File: src/rtl/des_round_if.sv
// des_round_if
//   Request/result handshake plus datapath strobes shared by the DES round
//   controller and whatever drives it (source, datapath, sink).
//   master : request source / datapath / result sink side
//   slave  : des_round_ctrl side
//   Signals:
//     in_valid, in_ready, in_decrypt   request handshake and direction
//     load, round_en, fin_capture      datapath strobes (one-hot or all 0)
//     round_idx[3:0]                   current round while round_en=1
//     key_shift[1:0], key_dir          C/D rotate amount and direction
//     out_valid, out_ready             result handshake
//     busy                             controller not idle
interface des_round_if;
    logic       in_valid;
    logic       in_ready;
    logic       in_decrypt;
    logic       load;
    logic       round_en;
    logic [3:0] round_idx;
    logic [1:0] key_shift;
    logic       key_dir;
    logic       fin_capture;
    logic       out_valid;
    logic       out_ready;
    logic       busy;

    modport master (
        output in_valid, in_decrypt, out_ready,
        input  in_ready, load, round_en, round_idx, key_shift, key_dir,
               fin_capture, out_valid, busy
    );

    modport slave (
        input  in_valid, in_decrypt, out_ready,
        output in_ready, load, round_en, round_idx, key_shift, key_dir,
               fin_capture, out_valid, busy
    );
endinterface

File: src/rtl/des_round_ctrl.sv
// des_round_ctrl
//   Sequencer for an iterative single-round DES datapath. Accepts one
//   encrypt/decrypt request, strobes load, NROUNDS rounds and the final
//   capture, then holds the result until the sink takes it.
//   Ports:
//     clk   rising-edge clock
//     rst   asynchronous active-high reset
//     bus   des_round_if.slave (handshakes, datapath strobes, key schedule)
//   Parameter:
//     NROUNDS  rounds per block (16 for DES, >=2 for debug builds)
//
//   state   | meaning
//   --------+--------------------------------------------------
//   S_IDLE  | waiting for a request, in_ready=1
//   S_LOAD  | datapath latches IP(data) and PC-1(key)
//   S_ROUND | one DES round per cycle, round_idx = counter
//   S_FINAL | datapath captures i_IP(R16||L16)
//   S_HOLD  | result valid, waiting for out_ready
module des_round_ctrl #(
    parameter int NROUNDS = 16
) (
    input  logic        clk,
    input  logic        rst,
    des_round_if.slave  bus
);
    typedef enum logic [2:0] {
        S_IDLE,
        S_LOAD,
        S_ROUND,
        S_FINAL,
        S_HOLD
    } state_t;

    localparam logic [3:0] LAST_ROUND = 4'(NROUNDS - 1);

    state_t     state, state_nx;
    logic [3:0] cnt, cnt_nx;
    logic       dir, dir_nx;

    // Rotate amount per round. Decrypt walks the schedule backwards with
    // right rotations, so its first round uses K16 = K0 unrotated.
    function automatic logic [1:0] shift_amt(input logic [3:0] r, input logic d);
        logic [1:0] s;
        if (d && r == 4'd0)
            s = 2'd0;
        else if (r == 4'd0 || r == 4'd1 || r == 4'd8 || r == 4'd15)
            s = 2'd1;
        else
            s = 2'd2;
        return s;
    endfunction

    always_ff @(posedge clk or posedge rst) begin
        if (rst) begin
            state <= S_IDLE;
            cnt   <= 4'd0;
            dir   <= 1'b0;
        end else begin
            state <= state_nx;
            cnt   <= cnt_nx;
            dir   <= dir_nx;
        end
    end

    always_comb begin
        state_nx        = state;
        cnt_nx          = cnt;
        dir_nx          = dir;
        bus.in_ready    = 1'b0;
        bus.load        = 1'b0;
        bus.round_en    = 1'b0;
        bus.round_idx   = 4'd0;
        bus.key_shift   = 2'd0;
        bus.key_dir     = 1'b0;
        bus.fin_capture = 1'b0;
        bus.out_valid   = 1'b0;
        bus.busy        = (state != S_IDLE);

        case (state)
            S_IDLE: begin
                bus.in_ready = 1'b1;
                if (bus.in_valid) begin
                    dir_nx   = bus.in_decrypt;
                    state_nx = S_LOAD;
                end
            end
            S_LOAD: begin
                bus.load = 1'b1;
                cnt_nx   = 4'd0;
                state_nx = S_ROUND;
            end
            S_ROUND: begin
                bus.round_en  = 1'b1;
                bus.round_idx = cnt;
                bus.key_shift = shift_amt(cnt, dir);
                bus.key_dir   = dir;
                if (cnt == LAST_ROUND) begin
                    cnt_nx   = 4'd0;
                    state_nx = S_FINAL;
                end else begin
                    cnt_nx = cnt + 4'd1;
                end
            end
            S_FINAL: begin
                bus.fin_capture = 1'b1;
                state_nx        = S_HOLD;
            end
            S_HOLD: begin
                bus.out_valid = 1'b1;
                if (bus.out_ready)
                    state_nx = S_IDLE;
            end
            default: begin
                state_nx = S_IDLE;
            end
        endcase
    end
endmodule

File: src/flat_wrapper.sv
// flat-port wrapper written by rule: the top's interface ports become plain ports
module des_round_ctrl_flat 
#(
    parameter int NROUNDS = 16
)
  (clk, rst, bus_in_valid, bus_in_decrypt, bus_out_ready, bus_in_ready, bus_load, bus_round_en, bus_round_idx, bus_key_shift, bus_key_dir, bus_fin_capture, bus_out_valid, bus_busy);
  des_round_if bus_i ();
  input  logic clk;
  input  logic rst;
  input wire logic [$bits(bus_i.in_valid)-1:0] bus_in_valid;
  input wire logic [$bits(bus_i.in_decrypt)-1:0] bus_in_decrypt;
  input wire logic [$bits(bus_i.out_ready)-1:0] bus_out_ready;
  output wire logic [$bits(bus_i.in_ready)-1:0] bus_in_ready;
  output wire logic [$bits(bus_i.load)-1:0] bus_load;
  output wire logic [$bits(bus_i.round_en)-1:0] bus_round_en;
  output wire logic [$bits(bus_i.round_idx)-1:0] bus_round_idx;
  output wire logic [$bits(bus_i.key_shift)-1:0] bus_key_shift;
  output wire logic [$bits(bus_i.key_dir)-1:0] bus_key_dir;
  output wire logic [$bits(bus_i.fin_capture)-1:0] bus_fin_capture;
  output wire logic [$bits(bus_i.out_valid)-1:0] bus_out_valid;
  output wire logic [$bits(bus_i.busy)-1:0] bus_busy;
  assign bus_i.in_valid = bus_in_valid;
  assign bus_i.in_decrypt = bus_in_decrypt;
  assign bus_i.out_ready = bus_out_ready;
  assign bus_in_ready = bus_i.in_ready;
  assign bus_load = bus_i.load;
  assign bus_round_en = bus_i.round_en;
  assign bus_round_idx = bus_i.round_idx;
  assign bus_key_shift = bus_i.key_shift;
  assign bus_key_dir = bus_i.key_dir;
  assign bus_fin_capture = bus_i.fin_capture;
  assign bus_out_valid = bus_i.out_valid;
  assign bus_busy = bus_i.busy;
  des_round_ctrl #(.NROUNDS(NROUNDS)) u_core (.clk(clk), .rst(rst), .bus(bus_i));
endmodule
File: config.mk
export PLATFORM = sky130hd
export DESIGN_NAME = des_round_ctrl_flat
export DESIGN_NICKNAME = d
export VERILOG_FILES = /design/src/rtl/des_round_if.sv /design/src/rtl/des_round_ctrl.sv /design/src/flat_wrapper.sv
export SDC_FILE = /design/constraint.sdc
export NUM_CORES = 1
export LEC_CHECK = 0
export ABC_AREA = 1
export BUFFER_PORTS_ARGS = -buffer_cell sky130_fd_sc_hd__buf_2
export CORE_AREA = 2 2 39 41
export CTS_BUF_LIST = sky130_fd_sc_hd__clkbuf_16
export DETAILED_ROUTE_END_ITERATION = 16
export DIE_AREA = 0 0 41 43
export GPL_TIMING_DRIVEN = 0
export PLACE_DENSITY = 0.7
export SYNTH_ARGS = -nofsm -noshare
export SYNTH_HDL_FRONTEND = slang
export SYNTH_SLANG_ARGS = --single-unit
File: constraint.sdc
create_clock -name clk -period 2.4 [get_ports clk]
set_input_delay 0.24 -clock clk [delete_from_list [all_inputs] [get_ports clk]]
set_output_delay 0.24 -clock clk [all_outputs]
set_load 0.02 [all_outputs]
# Word-level counts from Yosys, hierarchy flattened
# Index checks and enable logic that the tools add are counted.
# W data, S select, Z words.
[totals]
mem_bits_rw = 0
romBits = 0
inputBits = 5
register_bits = 8
latch_bits = 0
word_cells = 40
mem_count = 0
[classes]
shift = 0
magnitude_cmp = 0
mul = 0
eq_ne = 10
n_bitwise = 0
div_mod_pow = 0
n_mux = 16
add_sub_neg = 1
reduce_logical = 10
[op_table]
columns = ["cell", "count"]
rows = [
  ["$pmux W3 S5", 1],
  ["$mux W3", 3],
  ["$eq A4 B4 Y1 const B", 2],
  ["$mux W4", 2],
  ["$pmux W4 S2", 1],
  ["$eq A3 B2 Y1 const B", 2],
  ["$mux W1", 6],
  ["$mux W2", 3],
  ["$add A4 B1 Y4 const B", 1],
  ["$eq A4 B1 Y1 const B", 1],
  ["$logic_not A4 Y1", 1],
  ["$ne A2 B2 Y1 const B", 2],
  ["$eq A3 B1 Y1 const B", 1],
  ["$eq A3 B3 Y1 const B", 1],
  ["$logic_not A3 Y1", 1],
  ["$logic_or A1 B1 Y1", 3],
  ["$reduce_and A3 Y1", 1],
  ["$reduce_bool A3 Y1", 1],
  ["$ne A2 B1 Y1 const B", 1],
  ["$reduce_and A2 Y1", 1],
  ["$reduce_bool A2 Y1", 1],
  ["$logic_and A1 B1 Y1", 1],
]

# Longest topological paths before layout
# Gate-level depths: netlist (run 1).
[depth]
word_depth = 7
ltp_mapped = 6

# Worst setup path before layout (run 1)
# OpenSTA, ideal clock, no wires.
[synth_timing]
path_kind = "reg2out"
start = "register u_core.cnt[0]"
end = "output bus_key_shift[1]"
stages_incl_launch_ff = 6
t_required_ps = 2160
arrival_time_ps = 1265
slack_ps = 895
path_cell_list = "dfrtp_1 inv_1 ha_1 nand2_1 nand2_1 nor3_1"
[synth_via]
elab_chain_len = 7
[synth_lines]
columns = ["element", "line_no", "rtl"]
rows = [
  ["from (decl)", "des_round_ctrl.sv:37", "logic [3:0] cnt, cnt_nx;"],
  ["from (signal assigned)", "des_round_ctrl.sv:60", "cnt <= cnt_nx;"],
  ["$eq A4 B1 Y1 / $logic_not A4 Y1 (equally long branches)", "des_round_ctrl.sv:46, des_round_ctrl.sv:44", ""],
  ["$logic_or A1 B1 Y1 (3 in a row)", "des_round_ctrl.sv:46", "else if (r == 4'd0 || r == 4'd1 || r == 4'd8 || r == 4'd15)"],
  ["$mux W2", "des_round_ctrl.sv:46", ""],
  ["$mux W2 *", "des_round_ctrl.sv:44", "if (d && r == 4'd0)"],
  ["$mux W2 *", "des_round_ctrl.sv:79", "case (state)"],
  ["to (decl)", "flat_wrapper.sv:17", "output wire logic [$bits(bus_i.key_shift)-1:0] bus_key_shift;"],
]
# Every way passes the cells marked *; elsewhere a longest branch is shown, timed or not.

# Final worst setup path (run 1)
# Same ends and word-level chain as after synthesis.

==> results.txt, run 1 <==
- Result of the run: completed
- Launch point of the worst path: u_core.cnt[0]
* Number of port buffers: 17
- The root buffer cell chosen for the clock tree is sky130_fd_sc_hd__clkbuf_16.
- The post-route netlist has 31.6% of its cells at a drive strength greater than 1.
* Height of the die: roughly 43 um
- After synthesis, the netlist uses 18 different library cells.
- CTS built an H-tree with a depth of 1.
- The total area inside the core boundary comes to 0.00138 sq mm.
- Number of CTS-inserted buffers: 3
- Synthesized flop and latch total: 8
- Transition time at the pin with the least slew margin: 315 ps
- TritonCTS built the clock tree.
* Post-layout util: 52.6%
* Layout area overhead: 35.3%
- Number of nets with antenna violations after detailed routing: 0
- Setup violations remaining at the end of the flow were counted as 0.
* Unrepaired setup endpoints after global routing: false
* Initial core utilization: 38.9%
* Total overflow reported by the global router: 0
- The tool flagged a number of max-cap violations equal to 0.
- Area share of the largest cell type after synthesis: 37.2%
- In the routed layout, each cell is associated on average with a via count of approximately 4.7.
- Global routing consumed, over all layers together, 17.7% of the routing resources.
- The worst register-to-register path begins at u_core.cnt[0].
* Critical Path Source Type: register
- Maximum buffer depth of the clock tree: 2
- Syn Area/Cell: 7.27 sq um
* Maximum clock rate: roughly 590 MHz
- Biggest area consumer among synthesized cells: sky130_fd_sc_hd__dfrtp_1
- Final total negative setup slack: 0 ps
- Routability-driven placement finished with a final weighted congestion of 0.721.
* Count of pins on the block boundary: 18
- The synthesized netlist occupies a cell area of 538 sq um.
* Wire length after detailed routing: 1180 um
- Final period utilization: 70.3%
- The worst setup path is captured at an output port.
* Post-DP HPWL: 898 um
- Data on the critical path is required at its endpoint by 2160 ps.
- Warning count from the yosys run: 0
- Crit path arrival time: 1450 ps
- For this design the ratio of total power to cell area is 1570 mW/mm^2.
- Post-synthesis sequential area ratio: 37.2%
- Vias in the first global route: 475
- For this run, the post-layout net count is approximately 110.
- Across the routed clock network, the largest skew measured is 2.49 ps.
- Mapped Cells: 74
- The number of antenna violations at the first check in global routing is 0.
- For this design the static power due to leakage is 0.433 nW.
- Area of the die: ~0.0018 sq mm
- First-pass GRT wire length: 2010 um
* Clock latency at the later pin of the worst-skew pair: 230 ps
- Iteration-0 DRC count of the detailed router: 1
- Placed cell count: about 110
- For this run, the detailed router's first-pass iteration total came to 2.
* Startpoint-to-endpoint class of the critical path: reg2out
* Total inserted antenna cells: 0
* Path type of the worst min-delay path: in2reg
- IR analysis of the VDD net gives a maximum drop of 714 uV.
- For this run, design rule violations remaining after detail routing come to 0.
- The finished layout holds about 110 standard cells, fillers aside.
* Horizontal die dimension: slightly above 40 um
* Most area-consuming cells after synthesis: sky130_fd_sc_hd__dfrtp_1 37%, sky130_fd_sc_hd__nand3_1 10%, sky130_fd_sc_hd__inv_1 9.8%
- DR vias: 527
- Row generation in the floorplan step produced 14 rows.
- Entering global routing, the biggest net connects 10 pins.
* Final Critical Period: 1690 ps
- When the netlist entered floorplanning its net count stood at 82.
- Relative max-transition margin: 78.9%
* Startpoint of the tightest hold check path: bus_out_ready
- Dividing the detail-routed wire length by the instance count gives between 10 and 15 um.
* # clock sinks: 8
- The total count of max-transition violations in the final report was 0.
- Clock edge transition at the registers on the reported setup and hold paths: 40 ps
- Along the worst path, the maximum fanout reaches 6.
* CTS-repair resized insts: 0
- The final hold violation count is 0.
==> synthesized netlist by cell type <==
cell / instances
sky130_fd_sc_hd__nor2_2: 1
sky130_fd_sc_hd__nand2_4: 1
sky130_fd_sc_hd__o21ai_2: 3
sky130_fd_sc_hd__nor2_1: 11
sky130_fd_sc_hd__inv_2: 1
sky130_fd_sc_hd__nand3_1: 11
sky130_fd_sc_hd__nor2_4: 1
sky130_fd_sc_hd__nor3_1: 2
sky130_fd_sc_hd__buf_4: 1
sky130_fd_sc_hd__ha_1: 3
sky130_fd_sc_hd__a21oi_1: 2
sky130_fd_sc_hd__o21ai_1: 1
sky130_fd_sc_hd__dfrtp_1: 8
sky130_fd_sc_hd__nand2_1: 11
sky130_fd_sc_hd__nand4_1: 1
sky130_fd_sc_hd__inv_1: 14
sky130_fd_sc_hd__nand2_2: 1
sky130_fd_sc_hd__or2_2: 1
==> cell usage in the layout, fill, tap and decap left out <==
cell type	count
sky130_fd_sc_hd__a21oi_1	2
sky130_fd_sc_hd__buf_2	17
sky130_fd_sc_hd__buf_4	1
sky130_fd_sc_hd__clkbuf_16	3
sky130_fd_sc_hd__dfrtp_1	8
sky130_fd_sc_hd__dlygate4sd3_1	1
sky130_fd_sc_hd__ha_1	3
sky130_fd_sc_hd__inv_1	14
sky130_fd_sc_hd__inv_2	1
sky130_fd_sc_hd__nand2_1	11
sky130_fd_sc_hd__nand2_2	1
sky130_fd_sc_hd__nand2_4	1
sky130_fd_sc_hd__nand3_1	11
sky130_fd_sc_hd__nand4_1	1
sky130_fd_sc_hd__nor2_1	11
sky130_fd_sc_hd__nor2_2	1
sky130_fd_sc_hd__nor2_4	1
sky130_fd_sc_hd__nor3_1	2
sky130_fd_sc_hd__o21ai_1	1
sky130_fd_sc_hd__o21ai_2	3
sky130_fd_sc_hd__or2_2	1
==> through the flow <==
| step | hold slack, ps | setup slack (ps) | total power, mW | area, sq um |
|---|---|---|---|---|
| 2_1_floorplan | 55.7 | 895 | 0.710 | 538 |
| 6_report | 292 | 714 | 1.15 | 728 |
| 4_1_cts | 295 | 681 | 1.16 | 728 |
| 3_3_place_gp | 203 | 999 | 0.851 | 643 |
| 5_1_grt | 304 | 555 | 1.25 | 728 |
| 3_5_place_dp | 205 | 939 | 0.869 | 643 |
==> per-layer routing <==
layer / track usage (%) / up-vias / part of all wire (%)
met1: 21.1 / 227 / 45
met3: 7.85 / 4 / 5.6
met2: 25.9 / 18 / 48
met5: 0 / - / 0
met4: 8.67 / 0 / 1.4
li1: - / 278 / -
==> layout make-up <==
class                   count  area (sq um)
clock buffers               3          75.1
well taps                  16          20.0
repair buffers             18          95.1
multi-input cells          50           274
plain buffers               1          7.51
flip-flops and latches      8           200
inverters                  15          56.3
fillers                   144           656
==> worst paths after layout <==
check                      slack, ps               end  depth (start not counted)
max                              710  bus_key_shift[1]                          6
min                              290   u_core.state[2]                          4
max reg2reg                     1160     u_core.cnt[2]                          4
min reg2reg                      570        u_core.dir                          2
max in group asynchronous       1660     u_core.cnt[2]                          3
min in group asynchronous        500     u_core.cnt[1]                          3
==> repair_timing <==
item                                   in CTS  in global routing
setup endpoints to repair                   0                  0
buffers inserted                            0                  0
hold buffers                                1                  0
endpoints found under the hold margin       8                  0
==> worst max-delay path: stages, from the launching register on <==
cell and delay, ps:
sky130_fd_sc_hd__dfrtp_1 430, sky130_fd_sc_hd__inv_1 100, sky130_fd_sc_hd__ha_1 210, sky130_fd_sc_hd__nand2_1 90
sky130_fd_sc_hd__nand2_1 70, sky130_fd_sc_hd__nor3_1 120, sky130_fd_sc_hd__buf_2 190
==> sequential cells by signal (all words and copies together) (netlist names) <==
register      count
u_core.cnt        4
u_core.dir        1
u_core.state      3
==> where the power goes <==
group          switching (mW)  internal [mW]  leakage [nW]
clock                  0.0635          0.215        0.0370
sequential             0.0658          0.193         0.102
combinational           0.405          0.204         0.295
total                   0.534          0.612         0.433
==> cell families (layout without fill, tap and decap cells) <==
logic type / count (synthesis) / count (layout) / share of synthesized area (%)
buf+inv: 16 / 37 / 11.9
simple gates: 41 / 41 / 36.3
fa+ha+maj: 3 / 3 / 6.98
flops: 8 / 8 / 37.2
compound gates: 6 / 6 / 7.67
Power figures use the tool's default switching activity.
==> run 2: changes to the inputs <==
clock period = 1.6 ns   (was 2.4 ns; I/O delays follow)
==> results.txt, run 2 (synthesis gave the netlist of run 1 again) <==
* Master cell of the clock root buffer: sky130_fd_sc_hd__clkbuf_16 (unchanged)
* Number of max-cap violations: 0 (unchanged)
- The remaining global-route overflow was 0 (unchanged).
* Post-layout util: 57.8% (was 52.6%)
- The maximum number of pins on one net before global-route repair was 10 (unchanged).
* Setup crit end kind: output port (unchanged)
- Worst clock skew: 2.98 ps (was 2.49 ps)
- The clock transition time at the flip-flop clock pins of the worst setup and hold paths was 40 ps (about the same).
- The iteration count of the initial detailed-routing pass came to 4 (was 2).
- The kind of critical path was reg2out (unchanged).
* Non-Filler Cell Area, Final: 800 sq um (was 728 sq um)
- The insertion delay to the later sink of the worst-skew pair came to 230 ps (about the same).
- The worst-case headroom to the max-slew limit came to 79.1% (was 78.9%).
- The minimum setup slack in the final design came to 82.7 ps (was 714 ps).
* Share of total power in combinational logic: 56.0% (was 53.2%)
- Height of the die: 43 um (unchanged)
- The area overhead of the layout relative to synthesis came to 48.6% (was 35.3%).
- Total inserted antenna cells: 0 (unchanged)
- The required time of the critical path was 1440 ps (was 2160 ps).
- Number of port buffers: 17 (unchanged)
- The static power due to leakage was 0.441 nW (was 0.433 nW).
- Weighted congestion reported at the end of routability-driven placement: 0.721 (unchanged)
- Internal power: 1.01 mW (was 0.612 mW)
- The most repeated library cell on the critical path is sky130_fd_sc_hd__nor2_2 (was sky130_fd_sc_hd__nand2_1).
* DR vias: 556 (was 527)
- Number of CTS-inserted buffers: 3 (unchanged)
- The highest cell delay on the worst timing path came to 410 ps (was 430 ps).
- The switching power of the nets was 0.871 mW (was 0.534 mW).
* Pre-CTS setup slack: 219 ps (was 939 ps)
- The H-tree depth reported by CTS is 1 (unchanged).
- The number of instances in the placed design came to 107 (unchanged).
- Fraction of final layout cells sized beyond drive strength 1: 46.9% (was 31.6%)
- Biggest register: u_core.cnt (unchanged)
- The effective utilization at floorplan came to 38.9% (unchanged).
* Total placed instance area: 643 sq um (unchanged)
- Result of the run: completed (unchanged)
- The clock tree from TritonCTS is yes (unchanged).
- # clock sinks: 8 (unchanged)
- Final Critical Period: 1520 ps
* Area of the die: 0.00176 sq mm (unchanged)
* Maximum fanout along the worst path: 4 (was 6)
- The part of the power in registers was 21.6% (was 22.6%).
* Critical Path Source Type: register (unchanged)
* Count of final max-slew check failures: 0 (unchanged)
- Path type of the worst min-delay path: in2reg (unchanged)
* Commonest non-fill, non-tap cell in the layout: sky130_fd_sc_hd__buf_2 (unchanged)
* Post-DP HPWL: 898 um (unchanged)
- The number of core rows came to 14 (unchanged).
* Switch share: 46.3% (was 46.6%)
- The library cell contributing the largest single delay on the critical path is sky130_fd_sc_hd__dfrtp_1 (unchanged).
- Average via count per standard cell: 4.88 (was 4.75)
- The first-pass GRT wire length is 1990 um (was 2010 um).
- Number of nets with antenna violations after detailed routing: 0 (unchanged)
- The placeable core region is 0.00138 sq mm (unchanged).
* Power per unit of standard cell area: 2350 mW/mm^2 (was 1570 mW/mm^2)
- The number of antenna violations at the first check in global routing came to 0 (unchanged).
* Count of non-filler cells in the finished layout: 114 (was 111)
- Cells along the critical path: inv_2, ha_4, nand2_1, nor2_2, nor2_2, nor2_2, buf_6 (was inv_1, ha_1, nand2_1, nand2_1, nor3_1, buf_2).
* Max rail drop VDD: 1130 uV (was 714 uV)
- Global-route total usage across every layer: 17.6% (was 17.7%)
- Number of hold violations in the final report: 0 (unchanged)
* Final nets: 108 (was 105)
* Clk pwr share: 22.4% (was 24.3%)
* DRC violations left: 0 (unchanged)
* Maximum buffer depth of the clock tree: 2 (unchanged)
- Vias in the first global route: 484 (was 475)
- In the finished design, the share of the clock period the worst path needs comes to 94.8%.
- Registers with the most flip-flops: u_core.cnt (4), u_core.state (3), u_core.dir (1) (unchanged).
- Iteration-0 DRC count of the detailed router: 5 (was 1)
- Pwr Total: 1.88 mW (was 1.15 mW)
* Number of flip-flops in the largest register: 4 (unchanged)
- The boundary pin count was 18 (unchanged).
- The final wirelength came to 1300 um (was 1180 um).
* Maximum clock rate: approximately 660 MHz
- Detailed-route wire length per cell: 11.4 um (was 10.6 um)
- Most frequent cells in the layout: 15 x sky130_fd_sc_hd__buf_2, 12 x sky130_fd_sc_hd__inv_1, 10 x sky130_fd_sc_hd__nand3_1 (was 17 x sky130_fd_sc_hd__buf_2, 14 x sky130_fd_sc_hd__inv_1, 11 x sky130_fd_sc_hd__nand3_1, 11 x sky130_fd_sc_hd__nand2_1, 11 x sky130_fd_sc_hd__nor2_1)
- Transition time at the pin with the least slew margin: 314 ps (was 315 ps)
* Final setup violating endpoints: 0 (unchanged)
* Horizontal die dimension: 41 um (unchanged)
* Crit path arrival time: 1360 ps (was 1450 ps)
## run 2: worst max-delay path, delay by kind of cell, from the launching register on
family | cells | cell delay, ps
flip-flops | 1 | 410
AND/OR/NAND/NOR | 4 | 350
buffers and inverters | 2 | 240
adder cells (fa/ha/maj) | 1 | 120
## run 2: final cells by class
type	count	area, sq um
inverter	15	56.3
tap	16	20.0
fill	141	584
clock buffer	3	75.1
timing repair buffer	21	126
multi-input combinational	50	312
sequential	8	203
buffer	1	7.51
## run 2: final timing paths
path / cells after the start / slack (ps) / to / from
worst max-delay path: 7 / 80 / bus_key_shift[0] / u_core.cnt[1]
worst min-delay path: 4 / 210 / u_core.state[2] / bus_out_ready
worst max register to register: 4 / 390 / u_core.cnt[2] / u_core.cnt[0]
worst min register to register: 2 / 570 / u_core.dir / u_core.dir
max in group asynchronous: 3 / 920 / u_core.cnt[0] / rst
min in group asynchronous: 3 / 420 / u_core.cnt[1] / rst
## run 2: per-layer routing
layer,GRT usage (%),vias to the layer above,part of all wire [%]
met5,0,-,0
met4,9.33,0,1.6
met3,7.85,6,5.5
met2,25.9,24,51
met1,20.3,246,41
li1,-,280,-
## run 2: per-stage QoR
stage	hold WS, ps	setup TNS (ps)
6_report	210	0
3_5_place_dp	125	0
2_1_floorplan	-24.3	0
4_1_cts	215	0
5_1_grt	224	-2.59
3_3_place_gp	123	0
## run 2: timing repair
action                                  CTS  global route
hold buffers                              1             0
cloned                                    0             0
pin swaps                                 0             3
gates resized for setup                   2            15
endpoints found under the hold margin     8             0
buffers inserted                          0             3
endpoints found under the setup margin    2             2
## run 2: power by group through the flow
stage          combinational, mW  sequential, mW  clock, mW
5_1_grt                     1.17           0.421      0.442
6_report                    1.05           0.407      0.421
3_3_place_gp               0.893           0.383          0
2_1_floorplan              0.697           0.368          0
3_5_place_dp               0.912           0.392          0
4_1_cts                    0.926           0.395      0.423
